==> src/rtl/select_arbiter_pkg.sv <==
// Shared types and default sizing for the select arbiter.
//   arb_state_t      : FSM state encoding (IDLE / GRANT / GAP)
//   DEFAULT_NUM_REQ  : default requester count
//   DEFAULT_MAX_HOLD : default tenure limit for timeout builds
//   HOLD_CNT_W       : width of the tenure hold counter
package select_arbiter_pkg;

    localparam int unsigned DEFAULT_NUM_REQ  = 8;
    localparam int unsigned DEFAULT_MAX_HOLD = 15;
    localparam int unsigned HOLD_CNT_W       = 8;

    typedef enum logic [1:0] {
        IDLE  = 2'd0,
        GRANT = 2'd1,
        GAP   = 2'd2
    } arb_state_t;

endpackage : select_arbiter_pkg

==> src/rtl/select_arbiter_rr_pick.sv <==
// Combinational round-robin picker.
// Searches req starting at last_owner+1, wrapping NUM_REQ-1 -> 0, and
// returns the first set bit. last_owner itself is checked last.
//   req        : request vector
//   last_owner : index of the most recent owner
//   valid      : at least one request is set
//   index      : chosen requester (last_owner when nothing is set)
module rr_pick #(
    parameter int unsigned NUM_REQ   = 8,
    parameter int unsigned WIDTH_SEL = 3
) (
    input  logic [NUM_REQ-1:0]   req,
    input  logic [WIDTH_SEL-1:0] last_owner,
    output logic                 valid,
    output logic [WIDTH_SEL-1:0] index
);

    logic [WIDTH_SEL-1:0] cand;

    // NUM_REQ is a power of two, so the WIDTH_SEL truncation is the modulo wrap
    always_comb begin
        valid = 1'b0;
        index = last_owner;
        cand  = last_owner;
        for (int unsigned k = 1; k <= NUM_REQ; k++) begin
            cand = last_owner + WIDTH_SEL'(k);
            if (!valid && req[cand]) begin
                valid = 1'b1;
                index = cand;
            end
        end
    end

endmodule : rr_pick

==> src/rtl/select_arbiter.sv <==
// Round-robin select arbiter with one-hot active-low select outputs.
// A tenure runs IDLE -> GRANT -> GAP -> IDLE; GAP is a one-cycle turnaround.
// Optional macro SELECT_ARB_TIMEOUT_EN bounds a tenure to MAX_HOLD cycles.
//   Clk       : rising-edge clock
//   Clear_bar : asynchronous active-low reset
//   Req       : level-held request, one bit per requester
//   Enable    : low blocks new grants and ends the current tenure
//   Y_bar     : active-low one-hot select (registered)
//   Grant_A   : encoded current/last owner (registered)
//   Busy      : high while in GRANT (registered)
//   Gap       : high during the turnaround cycle (registered)
module select_arbiter
    import select_arbiter_pkg::*;
#(
    parameter int unsigned NUM_REQ   = DEFAULT_NUM_REQ,
    parameter int unsigned WIDTH_SEL = $clog2(NUM_REQ),
    parameter int unsigned MAX_HOLD  = DEFAULT_MAX_HOLD
) (
    input  logic                 Clk,
    input  logic                 Clear_bar,
    input  logic [NUM_REQ-1:0]   Req,
    input  logic                 Enable,
    output logic [NUM_REQ-1:0]   Y_bar,
    output logic [WIDTH_SEL-1:0] Grant_A,
    output logic                 Busy,
    output logic                 Gap
);

    arb_state_t           state_q,   state_d;
    logic [WIDTH_SEL-1:0] owner_q,   owner_d;
    logic [WIDTH_SEL-1:0] grant_a_q, grant_a_d;
    logic [NUM_REQ-1:0]   y_bar_q,   y_bar_d;
    logic                 busy_q,    busy_d;
    logic                 gap_q,     gap_d;

    logic                 pick_valid;
    logic [WIDTH_SEL-1:0] pick_index;
    logic                 hold_expired_c;

    rr_pick #(
        .NUM_REQ   (NUM_REQ),
        .WIDTH_SEL (WIDTH_SEL)
    ) u_rr_pick (
        .req        (Req),
        .last_owner (owner_q),
        .valid      (pick_valid),
        .index      (pick_index)
    );

`ifdef SELECT_ARB_TIMEOUT_EN
    logic [HOLD_CNT_W-1:0] hold_cnt_q, hold_cnt_d;

    // Current GRANT cycle is the MAX_HOLD-th of this tenure
    assign hold_expired_c = (hold_cnt_q == HOLD_CNT_W'(MAX_HOLD - 1));

    always_ff @(posedge Clk or negedge Clear_bar) begin
        if (!Clear_bar) begin
            hold_cnt_q <= '0;
        end else begin
            hold_cnt_q <= hold_cnt_d;
        end
    end
`else
    logic unused_max_hold;

    // Tenure is unbounded; MAX_HOLD has no effect in this build
    assign hold_expired_c  = 1'b0;
    assign unused_max_hold = ^HOLD_CNT_W'(MAX_HOLD);
`endif

    // Next-state, owner tracking and registered-output decode
    always_comb begin
        state_d   = state_q;
        owner_d   = owner_q;
        grant_a_d = grant_a_q;
`ifdef SELECT_ARB_TIMEOUT_EN
        hold_cnt_d = hold_cnt_q;
`endif

        case (state_q)
            IDLE: begin
                if (Enable && pick_valid) begin
                    state_d   = GRANT;
                    owner_d   = pick_index;
                    grant_a_d = pick_index;
`ifdef SELECT_ARB_TIMEOUT_EN
                    hold_cnt_d = '0;
`endif
                end
            end
            GRANT: begin
                if (!Req[owner_q] || !Enable || hold_expired_c) begin
                    state_d = GAP;
                end else begin
`ifdef SELECT_ARB_TIMEOUT_EN
                    hold_cnt_d = hold_cnt_q + HOLD_CNT_W'(1);
`endif
                end
            end
            GAP: begin
                state_d = IDLE;
            end
            default: begin
                state_d = IDLE;
            end
        endcase

        // Outputs follow the next state so they are flop outputs, never decoded glitches
        busy_d  = (state_d == GRANT);
        gap_d   = (state_d == GAP);
        y_bar_d = '1;
        if (state_d == GRANT) begin
            y_bar_d[owner_d] = 1'b0;
        end
    end

    // State and output registers
    always_ff @(posedge Clk or negedge Clear_bar) begin
        if (!Clear_bar) begin
            state_q   <= IDLE;
            owner_q   <= WIDTH_SEL'(NUM_REQ - 1);
            grant_a_q <= '0;
            y_bar_q   <= '1;
            busy_q    <= 1'b0;
            gap_q     <= 1'b0;
        end else begin
            state_q   <= state_d;
            owner_q   <= owner_d;
            grant_a_q <= grant_a_d;
            y_bar_q   <= y_bar_d;
            busy_q    <= busy_d;
            gap_q     <= gap_d;
        end
    end

    assign Y_bar   = y_bar_q;
    assign Grant_A = grant_a_q;
    assign Busy    = busy_q;
    assign Gap     = gap_q;

endmodule : select_arbiter

==> config.mk <==
export PLATFORM = sky130hd
export DESIGN_NAME = select_arbiter
export DESIGN_NICKNAME = d
export VERILOG_FILES = /design/src/rtl/select_arbiter_pkg.sv /design/src/rtl/select_arbiter_rr_pick.sv /design/src/rtl/select_arbiter.sv
export SDC_FILE = /design/constraint.sdc
export NUM_CORES = 1
export LEC_CHECK = 0
export CAP_MARGIN = 20
export CORE_MARGIN = 8
export CORE_UTILIZATION = 55
export CTS_CLUSTER_DIAMETER = 150
export CTS_CLUSTER_SIZE = 25
export DETAILED_ROUTE_END_ITERATION = 10
export DONT_BUFFER_PORTS = 1
export GPL_ROUTABILITY_DRIVEN = 0
export GPL_TIMING_DRIVEN = 0
export HOLD_SLACK_MARGIN = 0.03
export PLACE_DENSITY = 0.7
export SYNTH_ARGS = -nofsm -noshare
export SYNTH_HDL_FRONTEND = slang
export SYNTH_HIERARCHICAL = 1
export SYNTH_SLANG_ARGS = --single-unit
export TNS_END_PERCENT = 10
==> constraint.sdc <==
create_clock -name Clk -period 4.72 [get_ports Clk]
set_input_delay 0.944 -clock Clk [delete_from_list [all_inputs] [get_ports Clk]]
set_output_delay 0.944 -clock Clk [all_outputs]
set_load 0.1 [all_outputs]
Word-level counts from Yosys, hierarchy flattened
Cells that the tools add are included.
- register bits: 18
- bits of input ports: 11
- output and inout bits: 13
- word-level logic and storage cells: 88
- add/sub/neg operators: 7
- $lt $le $gt $ge: 10
- equal/unequal tests: 3
- mux-type cells: 40
- bitwise gates (word level): 1
- reduce and logical (&&, ||, !) cells: 21
- operators by type and width (cell ; count):
    < comparator 3 x 4 -> 1 bit (second input constant) ; 9
    2-to-1 mux 3 bit ; 10
    binary-select mux 1 bit (select 3 bit) ; 8
    2-to-1 mux 1 bit ; 17
    adder 3 bit (second input constant) ; 4
    logical AND 1 bit ; 9
    logical NOT 1 bit ; 9
    2-to-1 mux 8 bit ; 1
    inverter 8 bit ; 1
    adder 3 x 2 -> 3 bit (second input constant) ; 2
    equality test 2 x 1 -> 1 bit (second input constant) ; 2
    2-to-1 mux 2 bit ; 2
    one-hot mux 2 bit (2 select lines) ; 1
    adder 3 x 1 -> 3 bit (second input constant) ; 1
    demux 1 bit (select 3 bit) ; 1
    >= comparator 3 x 1 -> 1 bit (second input constant) ; 1
    equality test 2 bit (second input constant) ; 1
    logical NOT 2 bit ; 1
    AND reduction 2 bit ; 1
    logical OR 1 bit ; 1

Depth between registers and ports, before layout
- word-level depth: 34
- depth in mapped cells: 15
- depth with buffers taken out: 11

Cells and area by module
Netlist, hierarchy kept.
- by module, submodules not included (module ; instances ; cells each ; area each (sq um) ; seq. area each (sq um)):
    rr_pick ; 1 ; 102 ; 965.9 ; 0.0
    select_arbiter ; 1 ; 74 ; 860.8 ; 464.2

Least setup slack after synthesis
OpenSTA, ideal clock, no wires.
- path kind: reg-to-reg
- start: register owner_q[1]
- end: register y_bar_q[2], in the netlist Y_bar[2]
- library setup time: 0.062 ns
- arrival: 3.317 ns
- required time: 4.658 ns
- slack: 1.341 ns
- stages on the path, launching flop included: 15
- clock period less this slack: 3.379 ns
- path through: dfstp_2 -> buf_6 -> clkbuf_1 -> inv_1 -> ha_1 -> buf_2 -> mux4_2 -> mux2i_2 -> nand2_1 -> o21ai_0 -> nor2_1 -> o32ai_1 -> nand3b_1 -> o21ai_0 -> nand2_1
- elaborated cells between the ends (all ways): 69
- classes of those cells: add/sub (7); order compare (2); eq/ne (1); mux (40); bitwise (1); reduce/logical (18)
- RTL lines (element ; line ; text):
    from (decl) ; select_arbiter.sv:30 ; logic [WIDTH_SEL-1:0] owner_q, owner_d;
    from (signal assigned) ; select_arbiter.sv:121 ; owner_q <= WIDTH_SEL'(NUM_REQ - 1);
    from (signal assigned) ; select_arbiter.sv:128 ; owner_q <= owner_d;
    adder 3 x 1 -> 3 bit ; select_arbiter_rr_pick.sv:26 ; cand = last_owner + WIDTH_SEL'(k);
    binary-select mux 1 bit (select 3 bit) ; select_arbiter_rr_pick.sv:27 ; if (!valid && req[cand]) begin
    2-to-1 mux 1 bit (not written as such) ; select_arbiter_rr_pick.sv:27 ;
    2-to-1 mux 1 bit ; select_arbiter_rr_pick.sv:27 ;
    logical NOT 1 bit ; select_arbiter_rr_pick.sv:27 ;
    logical AND 1 bit ; select_arbiter_rr_pick.sv:27 ;
    2-to-1 mux 1 bit ; select_arbiter_rr_pick.sv:27 ;
    logical NOT 1 bit ; select_arbiter_rr_pick.sv:27 ;
    (+17 left out) ; n/a ;
    via pick_index[2] ; select_arbiter.sv:37 ; logic [WIDTH_SEL-1:0] pick_index;
    (+1 left out) ; n/a ;
    2-to-1 mux 3 bit * ; select_arbiter.sv:80 ; case (state_q)
    < comparator 3 x 4 -> 1 bit (not written as such) or >= comparator 3 x 1 -> 1 bit (tied branches) ; select_arbiter.sv:113 ; y_bar_d[owner_d] = 1'b0;
    logical AND 1 bit (not written as such) ; select_arbiter.sv:113 ;
    2-to-1 mux 1 bit (not written as such) ; select_arbiter.sv:113 ;
    demux 1 bit (select 3 bit) * ; select_arbiter.sv:113 ;
    inverter 8 bit (no line) * ; n/a ;
    2-to-1 mux 8 bit * ; select_arbiter.sv:112 ; if (state_d == GRANT) begin
    via y_bar_d[2] ; select_arbiter.sv:32 ; logic [NUM_REQ-1:0] y_bar_q, y_bar_d;
    to (signal assigned) ; select_arbiter.sv:130 ; y_bar_q <= y_bar_d;
    to (decl) ; select_arbiter.sv:32 ;
The timed path passes the listed nets; every way through them passes the cells marked *. The select of a mux whose other input is x is not followed.
A chain may end at the register's enable or synchronous reset.

Worst setup path after layout
Ends and elaborated chain as after synthesis.

==> flow_summary.html <==
<table>
<tr><th>Metric</th><th>Value</th></tr>
<tr><th colspan="2">Layout</th></tr>
<tr><td>Final net count</td><td>194</td></tr>
<tr><td>Antenna cells</td><td>0</td></tr>
<tr><td>Ratio of cells with drive above 1 in the final layout</td><td>about 28%</td></tr>
<tr><td>Synth-to-layout area growth</td><td>5.14%</td></tr>
<tr><th colspan="2">Critical path</th></tr>
<tr><td>Crit-path max cell delay</td><td>0.67 ns</td></tr>
<tr><td>Reg-to-Reg Start</td><td>owner_q[1]$_DFF_PN1_</td></tr>
<tr><td>CP Data Required Time</td><td>4.97 ns</td></tr>
<tr><td>Category of the most critical setup path</td><td>reg -&gt; reg</td></tr>
<tr><td>Worst reg2reg endpoint</td><td>Y_bar[2]$_DFF_PN1_</td></tr>
<tr><td>Internal reg-to-reg setup slack</td><td>0.45 ns</td></tr>
<tr><td>Critical path arrival</td><td>roughly 4.5 ns</td></tr>
<tr><td>Critical Path Slowest Stage Cell</td><td>sky130_fd_sc_hd__dfstp_2</td></tr>
<tr><td>Number of cells on the worst reg-to-reg path</td><td>13</td></tr>
<tr><td>Launching element type of the critical path</td><td>flip-flop</td></tr>
<tr><td>Maximum net fanout on the critical path</td><td>10</td></tr>
<tr><td>Crit. End Element</td><td>flip-flop</td></tr>
<tr><td>Crit-path cells</td><td>buf_6, clkbuf_1, inv_1, ha_1, xnor2_1, mux2i_2, nand2_1, o21ai_0, nor2_1, o32ai_1, nand3b_1, o21ai_0, nand2_1</td></tr>
<tr><th colspan="2">STA</th></tr>
<tr><td>Final clock skew</td><td>0.0107 ns</td></tr>
<tr><td>Final hold violation count</td><td>0</td></tr>
<tr><td>Worst max-slew margin expressed relative to the limit</td><td>between 30% and 40%</td></tr>
<tr><td>Share of the clock period used by the worst path after layout</td><td>90.4%</td></tr>
<tr><td>Crit path time final</td><td>between 4 and 5 ns</td></tr>
<tr><td>Slew Viols, Final</td><td>0</td></tr>
<tr><td>Slew at the pin with the worst max-slew slack</td><td>0.903 ns</td></tr>
<tr><td>Sum of negative setup slack</td><td>0 ns</td></tr>
<tr><td>RSZ-0062 raised after global routing</td><td>false</td></tr>
<tr><td>Fmax</td><td>0.234 GHz</td></tr>
<tr><td>Setup violators final</td><td>0</td></tr>
<tr><th colspan="2">Place</th></tr>
<tr><td>DP Wirelength</td><td>around 3300 µm</td></tr>
<tr><td>Number of input and output port buffers inserted</td><td>0</td></tr>
<tr><th colspan="2">Logic synthesis</th></tr>
<tr><td>Fraction of post-synthesis cell area in the top cell type by area</td><td>between 15 and 20%</td></tr>
<tr><td>Number of flops mapped to enable cells by yosys</td><td>0</td></tr>
<tr><td>Total of warnings raised by yosys</td><td>6</td></tr>
<tr><td>Post-synth net total</td><td>189</td></tr>
<tr><td>Post-synthesis sequential area ratio</td><td>roughly a quarter</td></tr>
<tr><td>Dominant register cell in the synthesized netlist</td><td>sky130_fd_sc_hd__dfstp_2</td></tr>
<tr><td>Post-synth top area cell</td><td>sky130_fd_sc_hd__dfstp_2</td></tr>
<tr><td>Syn avg cell area</td><td>10.4 µm²</td></tr>
<tr><td>Cell types with the largest area share after synthesis</td><td>sky130_fd_sc_hd__dfstp_2 (16%), sky130_fd_sc_hd__mux4_2 (11%), sky130_fd_sc_hd__dfrtp_1 (9.6%)</td></tr>
<tr><td>Post-synth cell types</td><td>54</td></tr>
<tr><td>Post-synthesis async set-or-reset flop share</td><td>100%</td></tr>
<tr><td>Synthesized instance count</td><td>around 180</td></tr>
<tr><td>Netlist Area Pre-Place</td><td>roughly 1800 µm²</td></tr>
<tr><td>Flip-flop and latch count after synthesis</td><td>18</td></tr>
<tr><th colspan="2">Die</th></tr>
<tr><td>Area enclosed by the die boundary</td><td>between 5000 and 6000 µm²</td></tr>
<tr><td>Initial core utilization</td><td>between 50% and 60%</td></tr>
<tr><td>Height of the die</td><td>between 70 and 80 µm</td></tr>
<tr><td>Placeable core region</td><td>between 3000 and 4000 µm²</td></tr>
<tr><td>Die X-Extent</td><td>about 74 µm</td></tr>
<tr><td>Site Rows</td><td>21</td></tr>
<tr><td>Top-level I/O count</td><td>24</td></tr>
<tr><th colspan="2">Clock tree</th></tr>
<tr><td>CTS Root Cell</td><td>sky130_fd_sc_hd__clkbuf_4</td></tr>
<tr><td>H-Tree Depth</td><td>1</td></tr>
<tr><td>Max Buffers Root-to-Sink</td><td>2</td></tr>
<tr><td>Clk pin slew, worst setup/hold paths</td><td>around 0.10 ns</td></tr>
<tr><td>Number of sinks handled by clock tree synthesis</td><td>18</td></tr>
<tr><td>Post-CTS resize count</td><td>0</td></tr>
<tr><td>Hold-fix buffers, CTS</td><td>0</td></tr>
<tr><td>Clock latency on the worst-skew pair</td><td>~0.30 ns</td></tr>
<tr><td>Postcts setup bufs</td><td>0</td></tr>
<tr><td>Clock tree from TritonCTS</td><td>done</td></tr>
<tr><td>Clock buffers created by TritonCTS</td><td>3</td></tr>
<tr><th colspan="2">Run</th></tr>
<tr><td>Total of max-cap violations</td><td>0</td></tr>
<tr><th colspan="2">Drt</th></tr>
<tr><td>Via-to-Cell Ratio</td><td>6.61</td></tr>
<tr><td>Count of unresolved DRC violations after routing</td><td>0</td></tr>
<tr><td>Violation count after the first detailed-routing iteration</td><td>120</td></tr>
<tr><td>Via count</td><td>1494</td></tr>
<tr><td>Post-route ant nets</td><td>0</td></tr>
<tr><td>Drt pass-1 iters</td><td>4</td></tr>
<tr><td>Post-detailed-route wirelength per cell</td><td>~19 µm</td></tr>
<tr><td>Final wirelength</td><td>between 4000 and 5000 µm</td></tr>
<tr><th colspan="2">Worst hold path</th></tr>
<tr><td>Kind of path behind the tightest hold check</td><td>in -&gt; async</td></tr>
<tr><th colspan="2">Global routing</th></tr>
<tr><td>Global-route wire length before repair</td><td>between 7000 and 8000 µm</td></tr>
<tr><td>Remaining global-route overflow</td><td>0</td></tr>
<tr><td>Pin count of the biggest net entering global routing</td><td>19</td></tr>
<tr><td>Total GRT Usage</td><td>between 10% and 20%</td></tr>
<tr><td>Antenna violations before repair</td><td>0</td></tr>
<tr><td>Vias in the first global route</td><td>1440</td></tr>
<tr><th colspan="2">Outcome</th></tr>
<tr><td>Status</td><td>finished, final reports clean</td></tr>
</table>
metrics by stage:
stage          cells  cell area [µm²]  hold slack [ns]  setup WS [ns]  util (%)
4_1_cts          226             1920            0.320          0.545      58.9
6_report         226             1920            0.324          0.451      58.9
5_1_grt          226             1920            0.298         0.0822      58.9
3_5_place_dp     222             1880            0.486          0.571      57.8
2_1_floorplan    176             1830            0.464           1.34         -
3_3_place_gp     222             1880            0.480          0.709      57.8
logic make-up after synthesis:
kind of cell               share of synthesized area, %
buffers and inverters                              4.38
adders and majority gates                          1.37
xor gates and xnor gates                           1.92
muxes                                              29.7
and+or+nand+nor                                    18.2
DFF                                                25.4
AOI/OAI and AO/OA                                  19.0
registers in the layout, indices dropped and copies added, names as in the netlist:
| name | count |
|---|---|
| state_q | 2 |
| owner_q | 3 |
| Grant_A | 3 |
| Gap | 1 |
| Y_bar | 8 |
| Busy | 1 |
worst max-delay path, delay by kind of cell (launching register included):
family                     cells  cell delay (ns)
xor gates and xnor gates       1             0.57
adders and majority gates      1             0.27
and+or+nand+nor                4             0.43
AOI/OAI and AO/OA              3             0.96
buffers and inverters          3             0.75
DFF                            1             0.67
muxes                          1             0.55
worst max path at each step:
stage	start	end	slack, ns	depth (start not counted)
2_1_floorplan	owner_q[1]$_DFF_PN1_	Y_bar[2]$_DFF_PN1_	1.34	14
3_3_place_gp	owner_q[1]$_DFF_PN1_	Y_bar[2]$_DFF_PN1_	0.71	13
3_5_place_dp	owner_q[1]$_DFF_PN1_	Y_bar[2]$_DFF_PN1_	0.57	13
4_1_cts	owner_q[1]$_DFF_PN1_	Y_bar[2]$_DFF_PN1_	0.55	13
5_1_grt	owner_q[1]$_DFF_PN1_	Y_bar[6]$_DFF_PN1_	0.08	13
6_report	owner_q[1]$_DFF_PN1_	Y_bar[2]$_DFF_PN1_	0.45	13
layer usage:
metal | routed length, µm | vias to the layer above | GRT usage [%] | part of all wire (%)
met5 | 0 | - | 0 | 0
li1 | - | 680 | - | -
met1 | 1820 | 749 | 20.9 | 42
met2 | 2080 | 61 | 26.3 | 48
met4 | 15 | 0 | 2.44 | 0.35
met3 | 380 | 4 | 5.46 | 8.8
placed cells by master, fill, tap and decap left out, types with 2 or more instances in the layout:
| cell type | instances |
|---|---|
| sky130_fd_sc_hd__a21oi_1 | 5 |
| sky130_fd_sc_hd__a221oi_1 | 3 |
| sky130_fd_sc_hd__a31oi_1 | 2 |
| sky130_fd_sc_hd__buf_2 | 4 |
| sky130_fd_sc_hd__buf_4 | 2 |
| sky130_fd_sc_hd__buf_6 | 2 |
| sky130_fd_sc_hd__clkbuf_1 | 2 |
| sky130_fd_sc_hd__clkbuf_4 | 3 |
| sky130_fd_sc_hd__dfrtp_1 | 7 |
| sky130_fd_sc_hd__dfstp_2 | 11 |
| sky130_fd_sc_hd__ha_1 | 2 |
| sky130_fd_sc_hd__inv_1 | 3 |
| sky130_fd_sc_hd__mux2_2 | 5 |
| sky130_fd_sc_hd__mux2_4 | 3 |
| sky130_fd_sc_hd__mux2i_1 | 9 |
| sky130_fd_sc_hd__mux2i_4 | 2 |
| sky130_fd_sc_hd__mux4_1 | 3 |
| sky130_fd_sc_hd__mux4_2 | 9 |
| sky130_fd_sc_hd__nand2_1 | 31 |
| sky130_fd_sc_hd__nand2b_1 | 5 |
| sky130_fd_sc_hd__nand3_1 | 5 |
| sky130_fd_sc_hd__nand3b_1 | 3 |
| sky130_fd_sc_hd__nor2_1 | 12 |
| sky130_fd_sc_hd__nor2b_1 | 2 |
| sky130_fd_sc_hd__o21a_1 | 2 |
| sky130_fd_sc_hd__o21ai_0 | 8 |
| sky130_fd_sc_hd__o22ai_1 | 2 |
| sky130_fd_sc_hd__o31ai_1 | 3 |
| sky130_fd_sc_hd__xnor2_1 | 2 |
| sky130_fd_sc_hd__xor2_1 | 2 |
Yosys cell counts, drive strengths merged (2+ instances only):
| cell | count |
|---|---|
| nand3 | 5 |
| ha | 2 |
| dfrtp | 7 |
| o22ai | 2 |
| a31oi | 2 |
| nand2 | 31 |
| a221oi | 3 |
| o31ai | 4 |
| nor2b | 2 |
| a21oi | 5 |
| o21a | 2 |
| o221ai | 2 |
| dfstp | 11 |
| buf | 8 |
| mux2 | 9 |
| nand4b | 2 |
| inv | 3 |
| nand3b | 3 |
| or2 | 2 |
| o21ai | 8 |
| xor2 | 2 |
| xnor2 | 2 |
| nor2 | 12 |
| o32ai | 2 |
| nand2b | 5 |
| clkbuf | 2 |
| mux4 | 12 |
| mux2i | 12 |
area by class of cell:
class                   count  area (µm²)
fillers                   294        1340
multi-input cells         144        1280
flip-flops and latches     18         464
plain buffers              10        65.1
well taps                  46        57.6
clock buffers               4        36.3
inverters                   4        15.0
Power is not shown: default switching activity piles up to over one toggle a cycle in this logic, so the estimate is an artifact.
